==> src/rtl/cmp_pkg.sv <==
// Shared constants for the frame peak tracker: data width, FSM state encoding
// and the values the result registers take out of reset.
package cmp_pkg;

  localparam int DATA_W = 8;

  typedef enum logic [1:0] {
    ST_IDLE = 2'd0,
    ST_ACC  = 2'd1,
    ST_HOLD = 2'd2
  } state_t;

  localparam logic [DATA_W-1:0] MAX_RST = 8'h00;
  localparam logic [DATA_W-1:0] MIN_RST = 8'hFF;

endpackage

==> src/rtl/eight_bit_comparator.sv <==
// Unsigned magnitude comparator; o_gt is high when i_a is strictly greater than i_b.
module eight_bit_comparator
  import cmp_pkg::*;
(
  input  logic [DATA_W-1:0] i_a,
  input  logic [DATA_W-1:0] i_b,
  output logic              o_gt
);

  assign o_gt = (i_a > i_b);

endmodule

==> src/rtl/frame_peak_tracker.sv <==
// Per-frame max/min/count tracker with a valid/ready result handshake.
// Min tracking is built only when FRAME_MIN_TRACK_EN is defined; otherwise out_min reads 8'hFF.
module frame_peak_tracker
  import cmp_pkg::*;
#(
  parameter int CNT_W = 8
) (
  input  logic              clk,
  input  logic              rst_n,
  input  logic              in_valid,
  output logic              in_ready,
  input  logic [DATA_W-1:0] in_data,
  input  logic              in_last,
  output logic              out_valid,
  input  logic              out_ready,
  output logic [DATA_W-1:0] out_max,
  output logic [DATA_W-1:0] out_min,
  output logic [CNT_W-1:0]  out_count,
  output logic              out_sat
);

  state_t             r_state;
  state_t             w_state_next;
  logic [DATA_W-1:0]  r_max;
  logic [CNT_W-1:0]   r_count;
  logic               r_sat;
  logic               w_accept;
  logic               w_max_gt;

  assign in_ready  = (r_state != ST_HOLD);
  assign w_accept  = in_valid && in_ready;
  assign out_valid = (r_state == ST_HOLD);
  assign out_max   = r_max;
  assign out_count = r_count;
  assign out_sat   = r_sat;

  always_ff @(posedge clk or negedge rst_n) begin
    if (!rst_n) begin
      r_state <= ST_IDLE;
    end else begin
      r_state <= w_state_next;
    end
  end

  // HOLD always passes through IDLE, so accept and release never share a cycle.
  always_comb begin
    w_state_next = r_state;
    case (r_state)
      ST_IDLE, ST_ACC: begin
        if (w_accept) begin
          w_state_next = in_last ? ST_HOLD : ST_ACC;
        end
      end
      ST_HOLD: begin
        if (out_ready) begin
          w_state_next = ST_IDLE;
        end
      end
      default: w_state_next = ST_IDLE;
    endcase
  end

  eight_bit_comparator u_max_cmp (
    .i_a  (in_data),
    .i_b  (r_max),
    .o_gt (w_max_gt)
  );

  always_ff @(posedge clk or negedge rst_n) begin
    if (!rst_n) begin
      r_max   <= MAX_RST;
      r_count <= '0;
      r_sat   <= 1'b0;
    end else if (w_accept) begin
      if (r_state == ST_IDLE) begin
        r_max   <= in_data;
        r_count <= CNT_W'(1);
        r_sat   <= 1'b0;
      end else begin
        if (w_max_gt) begin
          r_max <= in_data;
        end
        // Count pins at all-ones; the overflow is remembered in r_sat instead.
        if (&r_count) begin
          r_sat <= 1'b1;
        end else begin
          r_count <= r_count + CNT_W'(1);
        end
      end
    end
  end

`ifdef FRAME_MIN_TRACK_EN
  logic [DATA_W-1:0] r_min;
  logic              w_min_gt;

  eight_bit_comparator u_min_cmp (
    .i_a  (r_min),
    .i_b  (in_data),
    .o_gt (w_min_gt)
  );

  always_ff @(posedge clk or negedge rst_n) begin
    if (!rst_n) begin
      r_min <= MIN_RST;
    end else if (w_accept) begin
      if (r_state == ST_IDLE || w_min_gt) begin
        r_min <= in_data;
      end
    end
  end

  assign out_min = r_min;
`else
  assign out_min = MIN_RST;
`endif

endmodule

==> config.mk <==
export PLATFORM = sky130hd
export DESIGN_NAME = frame_peak_tracker
export DESIGN_NICKNAME = d
export VERILOG_FILES = /design/src/rtl/cmp_pkg.sv /design/src/rtl/eight_bit_comparator.sv /design/src/rtl/frame_peak_tracker.sv
export SDC_FILE = /design/constraint.sdc
export NUM_CORES = 1
export LEC_CHECK = 0
export ABC_AREA = 1
export CAP_MARGIN = 20
export CELL_PAD_IN_SITES_DETAIL_PLACEMENT = 1
export CELL_PAD_IN_SITES_GLOBAL_PLACEMENT = 2
export CORE_MARGIN = 3
export CORE_UTILIZATION = 27
export CTS_BUF_LIST = sky130_fd_sc_hd__clkbuf_16
export CTS_CLUSTER_DIAMETER = 30
export DETAILED_ROUTE_END_ITERATION = 8
export GPL_TIMING_DRIVEN = 0
export PLACE_DENSITY = 0.85
export SLEW_MARGIN = 20
export SYNTH_ARGS = -nofsm -noshare
export SYNTH_HDL_FRONTEND = slang
export SYNTH_SLANG_ARGS = --single-unit
export TNS_END_PERCENT = 1
==> constraint.sdc <==
create_clock -name clk -period 3.1 [get_ports clk]
set_input_delay 0.62 -clock clk [delete_from_list [all_inputs] [get_ports clk]]
set_output_delay 0.62 -clock clk [all_outputs]
set_load 0.02 [all_outputs]
# == Yosys cells after proc, flatten, opt, wreduce, memory -nomap -nowiden ==
# Index checks and enable logic that the tools add are counted.
# W data, S select, Z words.
# totals
register_bits,19
inputBits,13
word_cells,32
# op_classes
addsub,1
magnitude_cmp,1
n_eq_ne,6
n_mux,10
n_reduce_logical,10
# op_table
cell,n
$mux W8,4
$add A8 B1 Y8 const B,1
$gt A8 B8 Y1,1
$reduce_and A2 Y1,4
$reduce_and A8 Y1,1
$mux W2,3
$ne A2 B2 Y1 const B,3
$pmux W2 S2,1
$reduce_bool A2 Y1,2
$eq A2 B1 Y1 const B,1
$eq A2 B2 Y1 const B,1
$logic_not A2 Y1,1
$mux W1,2
$ne A2 B1 Y1 const B,1
$reduce_or A2 Y1,1
$logic_and A1 B1 Y1,1

# == Longest topological paths before layout ==
# logic_depth
depth_word,4
depth_mapped,13

# == Hierarchy ==
# From an unflattened synthesis, not the netlist that was laid out.
# unflattened
cells_unflattened,165
hier_area_um2,1258.7
# modules_own_cells
module,n_inst,cells_each,area_per_inst_um2
frame_peak_tracker,1,129,1041.0
eight_bit_comparator,1,36,217.7

# == Worst setup path after synthesis ==
# No wires, ideal clock.
# synth_path
path_type,input port to flip-flop
startpoint,input in_data[7]
endpoint,"register r_max[0], in the netlist out_max[0]"
arrival_time_ps,1517
required_time_ps,2983
setup_slack_ps,1466
cell_stages,8
cell_sequence,ha_1 > a21o_1 > nor2_1 > nand2_1 > nand2_4 > nand2_4 > nand2_1 > nand2_1
# synth_between
elab_chain_cells,3
# synth_rtl
item,line_no,rtl
start: declaration,frame_peak_tracker.sv:12,"input logic [DATA_W-1:0] in_data,"
$gt A8 B8 Y1,eight_bit_comparator.sv:10,assign o_gt = (i_a > i_b);
$reduce_bool A2 Y1 (no source line),n/a,
$reduce_and A2 Y1 (no source line),n/a,
end signal: assignment,frame_peak_tracker.sv:76,r_max <= in_data;
end signal: assignment,frame_peak_tracker.sv:81,r_max <= in_data;
end: declaration,frame_peak_tracker.sv:24,logic [DATA_W-1:0] r_max;
# No other way between the ends.
# A chain may end at the register's enable or synchronous reset.

# == Final worst setup path ==
# layout_path
startpoint,register r_state[0]
endpoint,output out_valid
# layout_between
elab_chain_cells,1
# layout_rtl
item,line_no,rtl
start: declaration,frame_peak_tracker.sv:22,state_t r_state;
start signal: assignment,frame_peak_tracker.sv:41,r_state <= w_state_next;
$eq A2 B2 Y1,frame_peak_tracker.sv:32,assign out_valid = (r_state == ST_HOLD);
end: declaration,frame_peak_tracker.sv:14,"output logic out_valid,"
# No other way between the ends.

==> flow_summary.toml <==
[logic_synthesis]
synth_top_area_share = 0.374
yosysMostFrequentCell = "nand2_1"
ys_seq_elements = 19
netlist_area_sq_um = 1270
synth_compound_area_frac = 0.0679
synth-simple-area-share = 0.319
postSynthCellCount = 167
synth_fa_ha_area_frac = 0.0886
synthMuxAreaShare = 0
yosys_warnings = 0
synth-xor-area-share = 0.0138
synth_edf_count = 0
synth_ff_type = "dfrtp_1"
syn_avg_cell_area_sq_um = 7.61
synth_top_family_by_area = "simple AND/OR/NAND/NOR gates"
ys_top_cells_by_area = "dfrtp_1 37%, nand2_1 15%, ha_1 8.9%"
synth_top_area_cell = "dfrtp_1"
synth_top_cells_by_count = "52 x nand2_1, 22 x inv_1, 19 x dfrtp_1, 14 x nand3_1"
async_reset_ff_frac = 1.00
yosysUniqueCellTypes = 28
seq_area_frac_synth = 0.374

[placed_design]
dp.cells = 257
dp_hpwl_microns = 2390
placed_cell_area_sq_um = 1670
place_ws_ps = 854
io_buffers = 31
gp_congestion = 0.708

[setup_path]
cp-startpoint = "r_state[0]"
cp-end-kind = "output port"
slowest_delay_ps = 630
r2r_start = "out_max[7]"
worstSetupPathType = "reg -> out"
worst_path_max_delay_cell = "clkdlybuf4s50_1"
worstPathCellList = "nor2_4 -> clkdlybuf4s50_1"
required_ps = 2480
cp_max_fo = 4
r2r_slack_ps = 1560
crit_arrival_ps = 1470
start_kind = "flip-flop"

[hold_path]
hp-class = "reg -> reg"
min_from = "r_state[1]"

[layout]
layout-drive-gt1-share = 0.124
fin_nets = 232
fin_util = 0.394
instances_no_fill = 261
diodes = 0
stdcell_area_sq_um = 1750
area.growth.synth_to_final_pct = 37.8

[global_route]
antenna_found_initial = 0
grt_pass1_vias = 1165
grt_max_degree = 20
grt_first_pass_wirelength_microns = 5210
grt_use_total = 0.120
overflow = 0

[clocking]
ctsResizeCount = 0
insertion_delay_ps = 250
cts_hold_buf = 0
cts_tree = "yes"
clockRootBuffer = "clkbuf_16"
numCtsBuffers = 3
postCtsSetupRepairBufs = 0
clock-sinks = 19
clk_pin_slew_worst_paths_ps = 60
cts_buffer_depth = 2
cts_max_level = 1

[route]
routed_wl_microns = 3090
drc_errors = 0
vias = 1144
wl_per_cell_microns = 11.8
first_pass_iters = 4
postRouteAntennaNets = 0
via_per_inst = 4.38
drtIter0Drc = 20

[power]
finalPower_mw = 1.23
p_per_area_nw_per_um2 = 704
ir_drop_uv = 251
leakage_nw = 0.890

[floorplan]
start_util = 0.286
io-pin-count = 40
core_area_sq_um = 4440
rows = 24
dieArea_sq_um = 5570
die_x_microns = 74.6
die_h_microns = 74.6

[sta]
finalSetupViolCount = 0
drv_slew = 0
tns_ps = 0
worst_pin_slew_ps = 901
rsz0062_at_grt = "no"
period_share = 0.673
fmax_mhz = 479
layout_setup_ws_ps = 1010
relSlewSlack = 0.397
hold_violations = 0
post-route-min-period_ps = 2090
fin_skew_ps = 2.84
hold_ws_ps = 493

[status]
status = "complete, no violations"

[run]
max_cap_violations = 0
[cell families after synthesis]
family | Yosys count
flops | 19
simple gates | 87
compound gates | 14
fa+ha+maj | 9
other cells | 1
xor+xnor | 2
buf+inv | 35
[where the power goes]
group	total [mW]	switching [mW]	internal [mW]
Combinational	0.574	0.317	0.257
Clock	0.266	0.0940	0.172
Sequential	0.393	0.0732	0.320
Total	1.23	0.484	0.749
[worst max-delay path, delay by kind of cell (launching register included)]
family	cells	cell delay [ps]
simple gates	1	170
buf+inv	1	630
flops	1	410
[path summary, 6_finish.rpt]
| path | to | cells past startpoint |
|---|---|---|
| worst min-delay path | r_state[0] | 1 |
| worst max register to register | out_max[5] | 10 |
| worst min register to register | r_state[0] | 1 |
| max in group asynchronous | out_max[1] | 1 |
| worst max-delay path | out_valid | 2 |
| min in group asynchronous | out_count[3] | 1 |
[area by class of cell]
type / instances / area, sq um
buffer: 10 / 76.3
fill: 556 / 2690
inverter: 25 / 93.8
multi-input combinational: 120 / 652
sequential: 19 / 475
tap: 52 / 65.1
clock buffer: 3 / 75.1
clock inverter: 1 / 3.75
timing repair buffer: 31 / 310
[per-layer routing]
metal	vias up	track usage	wire (microns)
li1	591	-	-
met1	521	0.144	1410
met2	30	0.215	1480
met3	2	0.0334	178
met4	0	0.0237	22
met5	-	0	0
[cell usage in the layout (no fill, tap or decap), drive strengths merged]
master         instances
a211oi                 1
a21boi                 1
a21o                   1
a21oi                  4
buf                   10
clkbuf                 3
clkdlybuf4s50         31
conb                   8
dfrtp                 19
ha                     9
inv                   26
nand2                 56
nand3                 14
nand3b                 1
nand4                  2
nor2                  12
nor3                   1
o21ai                  5
o21bai                 1
o31ai                  1
or2                    1
xor2                   2
[sequential cells by signal, indices dropped and copies added (netlist names)]
| name | count |
|---|---|
| out_count | 8 |
| out_max | 8 |
| r_state | 2 |
| out_sat | 1 |
Power figures use the tool's default switching activity.
